## config.mk

```make
export PLATFORM = sky130hd
export DESIGN_NAME = wb_irq_regbank
export DESIGN_NICKNAME = d
export VERILOG_FILES = /design/src/rtl/wb_regbank_pkg.sv /design/src/rtl/wb_irq_ctrl.sv /design/src/rtl/wb_irq_regbank.sv
export SDC_FILE = /design/constraint.sdc
export NUM_CORES = 1
export LEC_CHECK = 0
export CORE_MARGIN = 3
export CORE_UTILIZATION = 25
export CTS_BUF_LIST = sky130_fd_sc_hd__clkbuf_4 sky130_fd_sc_hd__clkbuf_8
export CTS_CLUSTER_SIZE = 25
export DETAILED_ROUTE_END_ITERATION = 8
export DONT_BUFFER_PORTS = 1
export PLACE_DENSITY_LB_ADDON = 0.05
export SLEW_MARGIN = 20
export SYNTH_ARGS = -nofsm -noshare
export SYNTH_HDL_FRONTEND = slang
export SYNTH_SLANG_ARGS = --single-unit
```

## constraint.sdc

```tcl
create_clock -name p_clk -period 2.2 [get_ports p_clk]
set_input_delay 0.44 -clock p_clk [delete_from_list [all_inputs] [get_ports p_clk]]
set_output_delay 0.44 -clock p_clk [all_outputs]
set_load 0.02 [all_outputs]
```

## src/rtl/wb_regbank_pkg.sv

```systemverilog
// Shared types and helpers for the Wishbone register bank with interrupt control.
// Latency: n/a (types, constants and pure functions only).
// Backpressure: n/a.
package wb_regbank_pkg;

  // Bus-side handshake state: IDLE waits for CYC&STB, RESP drives the one-cycle termination.
  typedef enum logic {
    ST_IDLE = 1'b0,
    ST_RESP = 1'b1
  } bus_state_t;

  // Word index of the PENDING register: directly after the data registers.
  function automatic int unsigned pending_idx(input int unsigned nreg);
    return nreg;
  endfunction

  // Word index of the MASK register: directly after PENDING.
  function automatic int unsigned mask_idx(input int unsigned nreg);
    return nreg + 1;
  endfunction

  // Byte lane merge: keep the old byte unless its select bit is set.
  function automatic logic [7:0] byte_merge(input logic [7:0] old_b,
                                            input logic [7:0] new_b,
                                            input logic       en);
    return en ? new_b : old_b;
  endfunction

endpackage

```

## src/rtl/wb_irq_ctrl.sv

```systemverilog
// Interrupt controller: PENDING (set by hardware, W1C by software), MASK, and irq = |(PENDING & MASK).
// Latency: raise_irq to pending/irq is one clock; irq is decoded from flops only.
// Backpressure: none; set requests are accepted every cycle.
// Ports: clk/resetn, raise (per-channel set), clr_en + wdata (W1C strobe), mask_we (MASK load),
//        pending/mask (register state), irq (masked OR).
module wb_irq_ctrl
  import wb_regbank_pkg::*;
#(
  parameter int NREG         = 4,
  parameter int IRQ_SET_WINS = 1
) (
  input  logic            clk,
  input  logic            resetn,
  input  logic [NREG-1:0] raise,
  input  logic            clr_en,
  input  logic            mask_we,
  input  logic [NREG-1:0] wdata,
  output logic [NREG-1:0] pending,
  output logic [NREG-1:0] mask,
  output logic            irq
);

  logic [NREG-1:0] clr;
  logic [NREG-1:0] pending_d;

  assign clr = clr_en ? wdata : '0;

  // Ordering of the set and clear terms decides who wins on a same-cycle collision.
  always_comb begin
    pending_d = pending;
    if (IRQ_SET_WINS != 0) begin
      pending_d = (pending & ~clr) | raise;
    end else begin
      pending_d = (pending | raise) & ~clr;
    end
  end

  always_ff @(posedge clk or negedge resetn) begin
    if (!resetn) begin
      pending <= '0;
      mask    <= '0;
    end else begin
      pending <= pending_d;
      if (mask_we) begin
        mask <= wdata;
      end
    end
  end

  assign irq = |(pending & mask);

endmodule

```

## src/rtl/wb_irq_regbank.sv

```systemverilog
// Wishbone slave register bank: NREG data registers (byte-enabled), PENDING (W1C) and MASK, plus irq.
// Latency: one cycle request-to-ACK/ERR; a transfer occupies IDLE+RESP, so at least two cycles each.
// Backpressure: none; every request is terminated after one cycle, RTY is never raised.
// Ports: p_clk/p_resetn; Wishbone slave p_wb_* (LOCK ignored); raise_irq in; irq, module_register
//        (register i at [i*DW +: DW]), initialized (sticky per register) and written (write pulse) out.
module wb_irq_regbank
  import wb_regbank_pkg::*;
#(
  parameter int NREG         = 4,
  parameter int DW           = 32,
  parameter int IRQ_SET_WINS = 1
) (
  input  logic               p_clk,
  input  logic               p_resetn,
  input  logic [DW-1:0]      p_wb_DAT_I,
  output logic [DW-1:0]      p_wb_DAT_O,
  input  logic [31:0]        p_wb_ADR_I,
  input  logic [DW/8-1:0]    p_wb_SEL_I,
  input  logic               p_wb_CYC_I,
  input  logic               p_wb_STB_I,
  input  logic               p_wb_WE_I,
  input  logic               p_wb_LOCK_I,
  output logic               p_wb_ACK_O,
  output logic               p_wb_ERR_O,
  output logic               p_wb_RTY_O,
  input  logic [NREG-1:0]    raise_irq,
  output logic               irq,
  output logic [NREG*DW-1:0] module_register,
  output logic [NREG-1:0]    initialized,
  output logic [NREG-1:0]    written
);

  localparam int         SW       = DW / 8;
  localparam logic [4:0] PEND_IDX = 5'(pending_idx(NREG));
  localparam logic [4:0] MASK_IDX = 5'(mask_idx(NREG));

  bus_state_t      state_q, state_d;
  logic            start;
  logic [4:0]      idx;
  logic            is_data, is_pend, is_mask, in_range;
  logic [DW-1:0]   rd_data;
  logic [NREG-1:0] pending, mask;
  logic            unused_bits;

  assign idx      = p_wb_ADR_I[2 +: 5];
  assign is_data  = (idx < 5'(NREG));
  assign is_pend  = (idx == PEND_IDX);
  assign is_mask  = (idx == MASK_IDX);
  assign in_range = is_data | is_pend | is_mask;

  // LOCK and the address bits outside the word index carry no meaning here.
  assign unused_bits = ^{p_wb_ADR_I[31:7], p_wb_ADR_I[1:0], p_wb_LOCK_I};

  always_ff @(posedge p_clk or negedge p_resetn) begin
    if (!p_resetn) state_q <= ST_IDLE;
    else           state_q <= state_d;
  end

  // start marks the IDLE->RESP edge: the only cycle where writes commit and read data is captured.
  always_comb begin
    state_d = state_q;
    start   = 1'b0;
    case (state_q)
      ST_IDLE: begin
        if (p_wb_CYC_I && p_wb_STB_I) begin
          state_d = ST_RESP;
          start   = 1'b1;
        end
      end
      ST_RESP: state_d = ST_IDLE;
      default: state_d = ST_IDLE;
    endcase
  end

  // Data registers, each with its own sticky initialized flag and write pulse.
  for (genvar g = 0; g < NREG; g++) begin : g_reg
    logic [DW-1:0] q;
    logic [DW-1:0] merged;
    logic          hit;
    logic          init_q;
    logic          wr_q;

    assign hit = start && p_wb_WE_I && (idx == 5'(g));

    always_comb begin
      merged = q;
      for (int b = 0; b < SW; b++) begin
        merged[b*8 +: 8] = byte_merge(q[b*8 +: 8], p_wb_DAT_I[b*8 +: 8], p_wb_SEL_I[b]);
      end
    end

    always_ff @(posedge p_clk or negedge p_resetn) begin
      if (!p_resetn) begin
        q      <= '0;
        init_q <= 1'b0;
        wr_q   <= 1'b0;
      end else begin
        wr_q <= hit;
        if (hit) begin
          q      <= merged;
          init_q <= 1'b1;
        end
      end
    end

    assign module_register[g*DW +: DW] = q;
    assign initialized[g]              = init_q;
    assign written[g]                  = wr_q;
  end

  // Control-register writes use the whole low NREG bits; SEL only gates data-register bytes.
  wb_irq_ctrl #(
    .NREG         (NREG),
    .IRQ_SET_WINS (IRQ_SET_WINS)
  ) u_irq_ctrl (
    .clk     (p_clk),
    .resetn  (p_resetn),
    .raise   (raise_irq),
    .clr_en  (start && p_wb_WE_I && is_pend),
    .mask_we (start && p_wb_WE_I && is_mask),
    .wdata   (p_wb_DAT_I[NREG-1:0]),
    .pending (pending),
    .mask    (mask),
    .irq     (irq)
  );

  always_comb begin
    rd_data = '0;
    for (int i = 0; i < NREG; i++) begin
      if (idx == 5'(i)) rd_data = module_register[i*DW +: DW];
    end
    if (is_pend) rd_data = DW'(pending);
    if (is_mask) rd_data = DW'(mask);
  end

  // Termination and read data are registered so they appear only in RESP, for one cycle.
  always_ff @(posedge p_clk or negedge p_resetn) begin
    if (!p_resetn) begin
      p_wb_ACK_O <= 1'b0;
      p_wb_ERR_O <= 1'b0;
      p_wb_DAT_O <= '0;
    end else begin
      p_wb_ACK_O <= start && in_range;
      p_wb_ERR_O <= start && !in_range;
      p_wb_DAT_O <= (start && !p_wb_WE_I) ? rd_data : '0;
    end
  end

  assign p_wb_RTY_O = 1'b0;

endmodule

```

==> impl_metrics.yaml, run 1 <==
sta:
  worst_pin_slew_ns: 0.779
  finalSetupViolCount: 0
  slew_viol_final: 0
  max_freq_mhz: 525
  finClkSkew_ns: 0.0150
  slew_headroom_pct: 48.1
  rsz0062_at_grt: "no"
  setup-tns-final_ns: 0
  timing.final.crit_share_pct: 86.6
  whs_ns: -0.327
  hold_violations: 179
  fin_crit_ns: 1.90
logic_synthesis:
  synthFlopType: "dfrtp_1"
  synth-edff-count: 0
  ys_warn_count: 0
  syn_inst: 551
  synth_seq_area_share_pct: 57.5
  avgSynthCellArea_um2: 14.1
  synth_nets: 629
  synth-seq-cells: 179
  synth_area_um2: 7780
  yosys.cell_types.count: 37
  async_flop_share_pct: 100
status:
  violations: "negative hold slack"
  status: "finished, violations left"
critical_path:
  reg2regPathDepth: 4
  path_max_fanout: 17
  crit_arrival_ns: 2.24
  worstPathCellList: "and4b_1 -> buf_4 -> nand4_2 -> mux2_2"
  reg2reg_to: "g_reg[3].q[19]"
  worstPathRequired_ns: 2.54
  path_buf_inv: 1
  max_stage_delay_ns: 0.44
  cpLargestDelayFamily: "simple AND/OR/NAND/NOR gates"
  worstSetupEndpointType: "flop"
  rr_startpoint: "state_q"
  cp-start-kind: "flop"
  worst-setup-path-type: "flop to flop"
  regToRegSetupSlack_ns: 0.30
  crit_slowest_cell: "nand4_2"
clocking:
  clk_transition_reported_paths_ns: 0.10
  clock_latency_ns: 0.46
  cts_root_buffer: "clkbuf_8"
  cts_buffer_depth: 2
  cts_inserted_buffers: 17
  cts_tree: "built"
  h-tree-depth: 4
  cts_resized: 0
  clock-sinks: 179
final_layout:
  layout_commonest_cell: "dfrtp_1"
  final_util_pct: 28.8
  area_growth_pct: 11.7
  final_cell_mix: "179 x dfrtp_1, 135 x mux2_2, 54 x a211oi_1"
  drive_gt1_share_pct: 36.5
  fin_area_um2: 8700
  finalNetCount: 627
  diodes: 0
hold_path:
  hold_class: "primary input to asynchronous set/reset pin"
placement:
  dpl_cell_area_um2: 8250
  gp_congestion: 0.720
  dp_hpwl_um: 16000
  io_buffer_count: 0
global_routing:
  grt_max_degree: 180
  grt_pass1_vias: 5185
  antenna_found_initial: 0
  overflow: 0
  grt_use_total_pct: 14.6
  grt_pass1_wl_um: 36000
die:
  die_h_um: 182
  die_area_um2: 33300
  chipWidth_um: 182
  core_area_um2: 30200
  start_util_pct: 25.8
  ios: 250
  std_cell_rows: 63
route:
  drt_iter0_markers: 165
  first_pass_iters: 4
  antenna_left: 0
  avgViaCountPerCell: 4.90
  wl_per_cell_um: 25.4
  vias: 4665
  route.detailed.drc: 0
  wl_um: 24200
job:
  cap_violations: 0
pwr:
  p_leak_nw: 4.18
  ir_worst_vdd_mv: 0.365
  power.density_nw_per_um2: 753
==> registers in the layout (all words and copies together) (netlist names) <==
signal and cells:
p_wb_ACK_O 1, g.wr_q 4, u_irq_ctrl.mask 4, p_wb_DAT_O 32, p_wb_ERR_O 1, u_irq_ctrl.pending 4
state_q 1, g.init_q 4, g.q 128
==> worst max-delay path by stage <==
stage                        from              to  slack, ns  cells after the start
CTS                       state_q  g_reg[3].q[19]       0.25                      4
global placement    p_wb_ADR_I[6]  g_reg[2].q[17]       0.23                      5
floorplan           p_wb_ADR_I[3]   g_reg[2].q[0]       0.47                      5
finish                    state_q  g_reg[3].q[19]       0.30                      4
global route              state_q  g_reg[3].q[18]       0.20                      4
detailed placement  p_wb_ADR_I[2]   g_reg[0].q[5]       0.21                      3
==> metrics by stage <==
| step | hold slack, ns | power (mW) | std cells | setup WS, ns |
|---|---|---|---|---|
| after floorplan | 0.144 | 3.95 | 551 | 0.472 |
| after global placement | 0.150 | 3.99 | 920 | 0.225 |
| after detailed placement | 0.149 | 4.00 | 920 | 0.210 |
| after CTS | -0.385 | 6.71 | 952 | 0.252 |
| after global routing | -0.390 | 6.88 | 952 | 0.196 |
| final | -0.327 | 6.55 | 952 | 0.295 |
==> what timing repair did <==
action,in CTS,in global routing
buffers inserted,0,0
hold endpoints to repair,179,179
setup endpoints to repair,0,0
==> power by group <==
part           total (mW)  internal [mW]  switching, mW
sequential           3.66           3.40          0.260
combinational       0.259          0.159          0.101
clock                2.63           1.31           1.33
==> layer usage <==
layer,vias up,track usage (%),share of wire (%)
met5,-,0,0
li1,2040,-,-
met1,2468,16.5,40
met3,14,7.26,9.8
met2,143,24.5,49
met4,0,3.78,1.2
==> cell families (layout without fill, tap and decap cells) <==
group	after synthesis	in the layout	share of synthesized area (%)
AO/OA/AOI/OAI	77	77	7.59
multiplexers	166	166	23.7
buffers and inverters	41	52	2.70
AND/OR/NAND/NOR	87	87	8.45
flip-flops	179	179	57.5
other	1	1	0.0482
==> cell type report <==
class / count / area, um2
sequential: 179 / 4480
multi-input combinational: 331 / 3110
tap: 390 / 488
clock buffer: 19 / 255
fill: 3064 / 21500
timing repair buffer: 19 / 168
clock inverter: 13 / 194
inverter: 1 / 3.75
==> synthesized netlist by cell type (all sizes together) (2+ instances only) <==
library cell,instances,area [um2]
a211oi,54,405
nor2b,29,181
buf,27,158
dfrtp,179,4480
and4b,5,50.1
nor4b,3,62.6
a221oi,3,26.3
mux2i,30,300
mux2,135,1520
clkbuf,13,48.8
a22oi,2,15.0
nand3b,7,52.6
nand4,12,138
or2,3,18.8
a21oi,2,10.0
nor2,6,22.5
a21o,4,30.0
nand2,9,33.8
and3,2,12.5
o21bai,6,45.0
nand4b,6,52.6
a221o,3,30.0
No activity file was read; power rests on OpenSTA's default activity.
==> run 2, diff against run 1 <==
==> constraint.sdc (replaced) <==
create_clock -name p_clk -period 2.2 [get_ports p_clk]
set_input_delay 0.22 -clock p_clk [delete_from_list [all_inputs] [get_ports p_clk]]
set_output_delay 0.22 -clock p_clk [all_outputs]
set_load 0.02 [all_outputs]
==> impl_metrics.yaml, run 2 (same netlist as run 1, synthesis figures left out) <==
status:
  status: "finished, violations left"
  violations: "negative hold slack"
critical_path:
  max_stage_delay_ns: 0.55
  worst-setup-path-type: "flop to flop"
  crit_start: "state_q"
  worstPathRequired_ns: 2.56
  crit_arrival_ns: 2.40
  crit_slowest_cell: "dlygate4sd3_1"
  crit_top_cell: "buf_4"
  rr_startpoint: "state_q"
  worstSetupEndpointType: "flop"
  worstPathCellList: "and4b_1 -> buf_4 -> buf_4 -> nand4b_1 -> a21o_1 -> dlygate4sd3_1"
  path_max_fanout: 17
  cp-start-kind: "flop"
die:
  chipWidth_um: 182
  die_h_um: 182
  ios: 250
  die_area_um2: 33300
  start_util_pct: 25.8
  core_area_um2: 30200
  std_cell_rows: 63
sta:
  slew_headroom_pct: 50.1
  fin_crit_ns: 2.04
  finalSetupViolCount: 0
  slew_viol_final: 0
  timing.final.crit_share_pct: 92.7
  setup-tns-final_ns: 0
  rsz0062_at_grt: "no"
  hold_violations: 179
  worst_pin_slew_ns: 0.748
  whs_ns: -0.572
  worst_slack_ns: 0.162
  max_freq_mhz: 491
  finClkSkew_ns: 0.0115
placement:
  place_inst: 921
  dpl_cell_area_um2: 8230
  io_buffer_count: 0
  gp_congestion: 0.711
  dp_hpwl_um: 16100
  place_ws_ns: 0.273
route:
  wl_um: 26000
  avgViaCountPerCell: 4.86
  route.detailed.drc: 0
  wl_per_cell_um: 25.9
  drt_iter0_markers: 177
  antenna_left: 0
  first_pass_iters: 4
  vias: 4883
final_layout:
  fillers: 3071
  reg.largest.list: "g.q (128), p_wb_DAT_O (32)"
  layout_commonest_cell: "dfrtp_1"
  area_growth_pct: 18.2
  final_cell_mix: "179 x dfrtp_1, 135 x mux2_2, 54 x a211oi_1"
  diodes: 0
  largest_register_ffs: 128
  drive_gt1_share_pct: 33.7
  final_util_pct: 30.5
  fin_area_um2: 9210
  stdcell_count: 1005
  finalNetCount: 681
  regMostFlops: "g.q"
hold_path:
  hold_class: "primary input to asynchronous set/reset pin"
clocking:
  h-tree-depth: 4
  ctsHoldBuffers: 53
  cts_inserted_buffers: 17
  post_cts.repair.setup_buffers: 0
  cts_resized: 0
  cts_root_buffer: "clkbuf_8"
  clk_transition_reported_paths_ns: 0.10
  cts_buffer_depth: 2
  cts_tree: "built"
  clock-sinks: 179
  clock_latency_ns: 0.48
global_routing:
  grt_max_degree: 180
  grt_use_total_pct: 15.8
  antenna_found_initial: 0
  use_met1_pct: 18.9
  grt_pass1_wl_um: 38500
  use_met3_pct: 7.02
  grt_pass1_vias: 5399
  grt_util_met2_pct: 26.0
  overflow: 0
  grt.busiest_layer: "met2"
pwr:
  power.density_nw_per_um2: 708
  p_leak_nw: 4.37
  power_mw: 6.51
  ir_worst_vdd_mv: 0.355
job:
  cap_violations: 0
==> run 2: cell count changes in the layout (fill, tap and decap cells not counted), sizes merged <==
cell / before / now
buf: 19 / 22
bufinv: 4 / 3
clkbuf: 19 / 20
clkinv: 2 / 1
clkinvlp: 1 / 4
dlygate4sd3: 0 / 51
inv: 7 / 4
==> run 2: cell type report <==
cell class	instances	area [um2]	share of cell area (%)
clock inverters	11	151	1.64
flip-flops and latches	179	4480	48.7
well taps	390	488	5.30
multi-input cells	331	3110	33.8
inverters	1	3.75	0.0408
clock buffers	20	263	2.85
repair buffers	73	708	7.69
==> run 2: where the power goes <==
| part | internal, mW | switching (mW) | leakage, nW |
|---|---|---|---|
| Clock | 1.18 | 1.27 | 0.199 |
| Combinational | 0.224 | 0.180 | 1.72 |
| Sequential | 3.40 | 0.260 | 2.46 |
| Total | 4.81 | 1.71 | 4.37 |
==> run 2: layer usage <==
layer  vias up  share of wire, %
met5         -                 0
met4         0               1.1
met1      2567                41
met2       155                49
li1       2147                 -
met3        14               8.6
==> run 2: worst paths after layout <==
path	to	slack, ns	cells after the start
setup / recovery	u_irq_ctrl.pending[2]	0.16	6
hold / removal	u_irq_ctrl.pending[1]	-0.57	0
setup reg to reg	u_irq_ctrl.pending[2]	0.16	6
hold reg to reg	u_irq_ctrl.mask[1]	0.56	1
max in group asynchronous	g_reg[3].init_q	2.14	0
min in group p_clk	p_wb_DAT_O[6]	0.05	2
==> run 2: critical path: cells and delay by family (launching register included) <==
kind	cells	cell delay (ns)
AOI/OAI and AO/OA	1	0.19
and+or+nand+nor	2	0.35
DFF	1	0.41
buffers and inverters	3	0.99
==> run 3, diff against run 2 <==
--- a/config.mk
+++ b/config.mk
@@ -5,12 +5,12 @@
 export SDC_FILE = /design/constraint.sdc
 export NUM_CORES = 1
 export LEC_CHECK = 0
+export BUFFER_PORTS_ARGS = -buffer_cell sky130_fd_sc_hd__buf_2
 export CORE_MARGIN = 3
 export CORE_UTILIZATION = 25
 export CTS_BUF_LIST = sky130_fd_sc_hd__clkbuf_4 sky130_fd_sc_hd__clkbuf_8
 export CTS_CLUSTER_SIZE = 25
 export DETAILED_ROUTE_END_ITERATION = 8
-export DONT_BUFFER_PORTS = 1
 export PLACE_DENSITY_LB_ADDON = 0.05
 export SLEW_MARGIN = 20
 export SYNTH_ARGS = -nofsm -noshare
==> impl_metrics.yaml, run 3 (same netlist as run 1, synthesis figures left out) <==
global_routing:
  overflow: 0
  antenna_found_initial: 0
  grt_pass1_vias: 5969
  grt_pass1_wl_um: 38000
  grt_max_degree: 63
  grt_use_total_pct: 15.0
final_layout:
  final_cell_mix: "218 x buf_2, 179 x dfrtp_1, 135 x mux2_2"
  finalNetCount: 877
  fillers: 3080
  fin_area_um2: 10000
  regMostFlops: "g.q"
  largest_register_ffs: 128
  diodes: 0
  layout_commonest_cell: "buf_2"
  reg.largest.list: "g.q (128), p_wb_DAT_O (32)"
  area_growth_pct: 28.7
  final_util_pct: 33.2
  drive_gt1_share_pct: 53.4
critical_path:
  crit_slowest_cell: "dfrtp_1"
  worstPathRequired_ns: 2.53
  path_buf_inv: 2
  worstPathCellList: "and4b_1 -> buf_4 -> and4b_1 -> buf_4 -> mux2_2"
  path_max_fanout: 20
  crit_cells: 5
  rr_startpoint: "state_q"
  reg2regPathDepth: 5
  critPathCapture: "g_reg[2].q[16]"
  cp-start-kind: "flop"
  cpLargestDelayFamily: "simple AND/OR/NAND/NOR gates"
  reg2reg_to: "g_reg[2].q[16]"
  crit_arrival_ns: 2.31
  max_stage_delay_ns: 0.41
  crit_start: "state_q"
  worstSetupEndpointType: "flop"
  worst-setup-path-type: "flop to flop"
  regToRegSetupSlack_ns: 0.23
pwr:
  power_mw: 6.57
  ir_worst_vdd_mv: 0.295
  p_leak_nw: 5.41
  power.density_nw_per_um2: 656
sta:
  fin_crit_ns: 1.97
  worst_slack_ns: 0.226
  setup-tns-final_ns: 0
  hold_violations: 0
  slew_headroom_pct: 53.8
  rsz0062_at_grt: "no"
  slew_viol_final: 0
  timing.final.crit_share_pct: 89.7
  finClkSkew_ns: 0.0197
  max_freq_mhz: 507
  worst_pin_slew_ns: 0.694
  finalSetupViolCount: 0
route:
  first_pass_iters: 4
  antenna_left: 0
  vias: 5590
  avgViaCountPerCell: 4.65
  wl_um: 25100
  route.detailed.drc: 0
  wl_per_cell_um: 20.9
  drt_iter0_markers: 255
clocking:
  ctsHoldBuffers: 18
  clock_latency_ns: 0.46
  post_cts.repair.setup_buffers: 0
  cts_resized: 0
  h-tree-depth: 4
  cts_buffer_depth: 2
  cts_inserted_buffers: 17
  cts_tree: "built"
  cts_root_buffer: "clkbuf_8"
  clk_transition_reported_paths_ns: 0.11
  clock-sinks: 179
placement:
  gp_congestion: 0.751
  dp_hpwl_um: 17800
  dpl_cell_area_um2: 9430
  place_ws_ns: 0.117
  io_buffer_count: 220
die:
  die_area_um2: 33300
  core_area_um2: 30200
  die_h_um: 182
  chipWidth_um: 182
  ios: 250
  std_cell_rows: 63
  start_util_pct: 25.8
job:
  cap_violations: 0
hold_path:
  hold_class: "primary input to flop"
status:
  status: "finished, final reports clean"
==> run 3: changes by cell type in the layout (fill, tap and decap cells not counted), sizes merged <==
cell | before | now
buf | 22 | 249
clkinvlp | 4 | 1
bufinv | 3 | 0
dlygate4sd3 | 51 | 20
clkinv | 1 | 5
inv | 4 | 9
clkbuf | 20 | 18
==> run 3: how the worst min path moves through the flow <==
stage,end,from,cells past startpoint
5_1_grt,g_reg[3].q[20],p_wb_DAT_I[20],2
3_3_place_gp,g_reg[2].init_q,p_resetn,1
3_5_place_dp,g_reg[2].init_q,p_resetn,1
4_1_cts,g_reg[0].q[15],p_wb_DAT_I[15],2
2_1_floorplan,g_reg[0].init_q,p_resetn,0
6_report,g_reg[3].q[20],p_wb_DAT_I[20],2
==> run 3: worst register-to-register path, stage by stage (launching register included) <==
cell and delay, ns:
dfrtp_1 0.41, and4b_1 0.30, buf_4 0.30, and4b_1 0.28
buf_4 0.23, mux2_2 0.36
==> run 3: power by group <==
group	internal, mW	total (mW)	switching (mW)
Sequential	3.40	3.49	0.0847
Combinational	0.309	0.797	0.488
Clock	0.876	2.29	1.41
==> run 3: layout make-up <==
type	count	area [um2]	share of cell area [%]
Tap cell	390	488	4.87
Clock buffer	18	248	2.47
Inverter	1	3.75	0.0375
Timing Repair Buffer	269	1550	15.5
Clock inverter	14	138	1.37
Multi-Input combinational cell	331	3110	31.0
Sequential cell	179	4480	44.7
==> run 3: through the flow <==
stage	cells	hold slack (ns)
detailed placement	1150	0.178
floorplan	551	-0.0756
CTS	1200	0.000763
global route	1202	0.00588
finish	1202	0.0390
global placement	1150	0.182
==> run 3: routing by layer <==
metal	global-route usage [%]	part of all wire [%]
met1	19.4	45
met2	25.1	49
met3	3.85	5.1
met4	3.66	0.89
met5	0	0
